<file path="config.mk">
export PLATFORM = sky130hd
export DESIGN_NAME = stepper_sequencer
export DESIGN_NICKNAME = d
export VERILOG_FILES = /design/src/rtl/stepper_sequencer.sv
export SDC_FILE = /design/constraint.sdc
export NUM_CORES = 1
export LEC_CHECK = 0
export ABC_AREA = 1
export BUFFER_PORTS_ARGS = -buffer_cell sky130_fd_sc_hd__buf_4
export CAP_MARGIN = 20
export CORE_MARGIN = 10
export CORE_UTILIZATION = 58
export CTS_CLUSTER_DIAMETER = 50
export DETAILED_ROUTE_END_ITERATION = 10
export PLACE_DENSITY = 0.83
export REMOVE_ABC_BUFFERS = 1
export SLEW_MARGIN = 40
export SYNTH_ARGS = -nofsm -noshare
export SYNTH_HDL_FRONTEND = slang
export SYNTH_SLANG_ARGS = --single-unit
</file>
<file path="constraint.sdc">
create_clock -name clock -period 3.21 [get_ports clock]
set_clock_uncertainty 0.2 [all_clocks]
set_input_delay 0 -clock clock [delete_from_list [all_inputs] [get_ports clock]]
set_output_delay 0 -clock clock [all_outputs]
set_load 0.01 [all_outputs]
</file>
<file path="src/rtl/stepper_sequencer.sv">
// stepper_sequencer: memory-mapped half/full-step coil sequencer with abortable moves and status.
module stepper_sequencer #(
  parameter int MIN_PERIOD = 1000,
  parameter int PERIOD_W = 24,
  parameter int STEPS_W = 16
) (
  input  logic                clock,
  input  logic                reset,
  input  logic                cmd_valid,
  output logic                cmd_ready,
  input  logic [STEPS_W-1:0]  cmd_steps,
  input  logic                cmd_dir,
  input  logic                cmd_half,
  input  logic [PERIOD_W-1:0] cmd_period,
  input  logic                abort,
  output logic [3:0]          coils,
  output logic                coil_en,
  output logic                busy,
  output logic                done,
  output logic [STEPS_W-1:0]  steps_left,
  output logic [2:0]          phase
);
  typedef enum logic [1:0] {IDLE, RUN, FIN} state_t;
  localparam logic [PERIOD_W-1:0] MIN_P = PERIOD_W'(MIN_PERIOD);
  // packed coil table, entry i in bits [4i+3:4i]
  localparam logic [31:0] TBL = 32'h913264C8;
  state_t state;
  logic [PERIOD_W-1:0] cnt, period;
  logic dir, half;
  logic step_edge;
  logic [2:0] delta;
  assign step_edge = cnt == period - 1'b1;
  assign delta = half ? 3'd1 : 3'd2;
  assign cmd_ready = state == IDLE;
  assign busy = !cmd_ready;
  assign done = state == FIN;
  assign coil_en = busy;
  assign coils = coil_en ? TBL[{phase, 2'b00} +: 4] : 4'b0000;
  always_ff @(posedge clock) begin
    if (reset) begin
      state <= IDLE;
      phase <= '0;
      cnt <= '0;
      steps_left <= '0;
      dir <= 1'b0;
      half <= 1'b0;
      period <= MIN_P;
    end else begin
      case (state)
        IDLE: if (cmd_valid) begin
          dir <= cmd_dir;
          half <= cmd_half;
          period <= cmd_period < MIN_P ? MIN_P : cmd_period;
          steps_left <= cmd_steps;
          cnt <= '0;
          state <= cmd_steps == '0 ? FIN : RUN;
        end
        // abort outranks a coincident step edge
        RUN: if (abort) state <= FIN;
        else if (step_edge) begin
          cnt <= '0;
          phase <= dir ? phase + delta : phase - delta;
          steps_left <= steps_left - 1'b1;
          if (steps_left == 1) state <= FIN;
        end else cnt <= cnt + 1'b1;
        default: state <= IDLE;
      endcase
    end
  end
endmodule

</file>
==> metrics <==
CTS tree built; CTS Buffer Depth 2; status finished clean; Post-Synth Simple-Gate Area ~38%; routed via count approximately 5000; clock sinks 71; initial antenna violation count 0; Pre-antenna DRT Iters 5; clock slew at reported path FFs 0.08 ns; Critical Path AT 2.98 ns; Worst-Margin Slew ~0.7 ns; TritonCTS Buffers 9; Worst slew margin 52.39%; die height around 110 um; RSZ-0062 raised after global routing no; Root Buffer Master clkbuf_8; Min Clock Period, post-route 2.936 ns; Startpoint Class register; number of synthesized flops with an enable pin 0; starting density of the core 59.76%; Power Density between 400 and 500 nW/um^2; die area 11980 um^2; Synth Area in XOR/XNOR 8.113%; Achievable Freq 0.3406 GHz; hold crit path type input port to register; WP data required 3.25 ns; Synth async-reset ratio 0%; Max rail drop VDD about 0.00026 V; Synth Area in Compound Gates 12.51%; Resized cells post-CTS 0; leakage power about 2.7 nW; total negative slack 0 ns; Top FF cell, synth dfxtp_1; Synth cell types 41; Hold Vio Cnt, Final 0; Synth Cell Area 4642 um^2; max-cap violations 0; antenna-violating nets left 0; Total Routed Length 13330 um; H-tree levels 3; core area approximately 8000 um^2; CP Max Fanout 6; Slew Viols, Final 0; Overall Global Routing Usage between 20% and 30%; Ports 73; Crit. End Element register; most frequent cells in the layout nand2_1, nor2_1, inv_1, buf_4, dfxtp_1; most common cell after layout, fill and taps aside nand2_1; overall power between 2 and 3 mW; Area Overhead vs Synth 28.65%; CP Class register to register; vias in the first global route 4966; DRC viols 0; wire per inst around 14 um; routability cong. approximately 0.9; flop and latch count out of synthesis 71; Via density 5.374; global-route wire length before repair around 23000 um; Final period util 91.46%; cells after synthesis roughly 710; Die X-Extent 109.5 um; largest net degree at the start of global routing 30; mux share of post-synthesis cell area 0%; Row Count 32; largest family of logic cells by synthesized area simple AND/OR/NAND/NOR gates; # diodes 0; First DRT Iteration DRCs 267; Synth Area in Adders between 1.5 and 2%; HPWL Detailed about 9600 um; layout cell share with drive strength beyond 1 14.80%; GRT Residual Overflow 0; sequential fraction of the synthesis area 30.62%; Ys Warns 0; final setup vio count 0; Syn Area/Cell 6.556 um^2; nets@finish 878; clk_lat worst skew 0.35 ns; port bufs 72
timing repair:
item / 4_1_cts / 5_1_grt
endpoints found under the setup margin: 0 / 0
hold buffers: 54 / 0
setup buffers: 0 / 0
hold endpoints to repair: 50 / 0
Yosys cell counts (2+ instances only):
library cell / n / area [um^2]
inv_2: 3 / 11.26
o31ai_1: 2 / 15.01
o22ai_1: 9 / 56.30
nand4_1: 20 / 125.1
nor3_2: 3 / 30.03
xor2_1: 29 / 254.0
a211oi_1: 8 / 60.06
nor2_2: 5 / 31.28
buf_6: 5 / 56.30
o21ai_0: 34 / 170.2
nand2_4: 3 / 33.78
xnor2_1: 14 / 122.6
nand3b_1: 6 / 45.04
nor3_1: 9 / 45.04
nor2_1: 116 / 435.4
nand2_1: 146 / 548.0
a21oi_2: 5 / 43.79
or2_2: 3 / 18.77
o21ai_1: 2 / 10.01
buf_2: 3 / 15.01
a31oi_1: 6 / 37.54
o21bai_1: 2 / 15.01
inv_1: 76 / 285.3
nand3_1: 55 / 275.3
and3_1: 2 / 12.51
ha_1: 5 / 62.56
nand2_2: 4 / 25.02
nor2_4: 5 / 56.30
nor4_1: 6 / 37.54
dfxtp_1: 71 / 1421
clkbuf_1: 14 / 52.55
a21oi_1: 28 / 140.1
flip-flops by register name (all words and copies together) (netlist names):
name and cells:
phase 3, state 2, cnt 24, dir 1
steps_left 16, half 1, period 24
worst max-delay path, stage by stage, from the launching register on:
cell           delay, ns
dfxtp_1             0.32
inv_1               0.17
ha_1                0.26
nand3_1             0.21
nor2_1              0.20
nand2_1             0.08
nand2_1             0.06
nand2_1             0.04
a21oi_1             0.11
nand2_1             0.08
nor2_2              0.13
nand2_4             0.11
nor2_1              0.13
nand2_1             0.07
nand2_1             0.06
a21oi_1             0.05
dlygate4sd3_1       0.56
path summary, 6_finish.rpt:
kind | start | to | slack [ns] | cells past startpoint
max | period[0] | phase[2] | 0.27 | 16
min | cmd_period[5] | period[5] | 0.23 | 4
max reg2reg | period[0] | phase[2] | 0.27 | 16
min reg2reg | steps_left[1] | steps_left[1] | 0.30 | 2
cell families after synthesis:
kind of cell	Yosys count
flip-flops	71
adder cells (fa/ha/maj)	6
AND/OR/NAND/NOR	386
XOR/XNOR	43
buffers and inverters	102
AO/OA/AOI/OAI	100
routing by layer:
layer	GRT usage [%]	vias to the layer above	part of all wire (%)
met5	0	-	0
met1	27.53	2257	43
met2	39.27	190	48
li1	-	2544	-
met4	7.342	0	1.8
met3	4.564	23	7.1
power by group:
part,total [mW],switching (mW),leakage (nW),internal [mW]
sequential,1.04,0.0907,0.581,0.953
combinational,0.879,0.519,1.97,0.360
clock,0.806,0.347,0.110,0.459
layout make-up:
type / count / area, um^2
well taps: 102 / 127.6
clock inverters: 5 / 81.33
clock buffers: 11 / 141.4
flip-flops and latches: 71 / 1421
inverters: 79 / 296.5
repair buffers: 130 / 1111
multi-input cells: 535 / 2793
fillers: 576 / 1795
per-stage QoR:
| step | hold slack [ns] | instance area, um^2 | setup slack (ns) | utilization (%) | instances |
|---|---|---|---|---|---|
| after floorplan | -0.1309 | 4511 | 0.8176 | - | 685 |
| after global placement | 0.02168 | 5209 | 0.5387 | 67.06 | 863 |
| after detailed placement | 0.03250 | 5209 | 0.4077 | 67.06 | 863 |
| after CTS | 0.2183 | 5972 | 0.2920 | 76.88 | 933 |
| after global routing | 0.2531 | 5972 | 0.03425 | 76.88 | 933 |
| final | 0.2251 | 5972 | 0.2742 | 76.88 | 933 |
(Power assumes the default switching activity.)
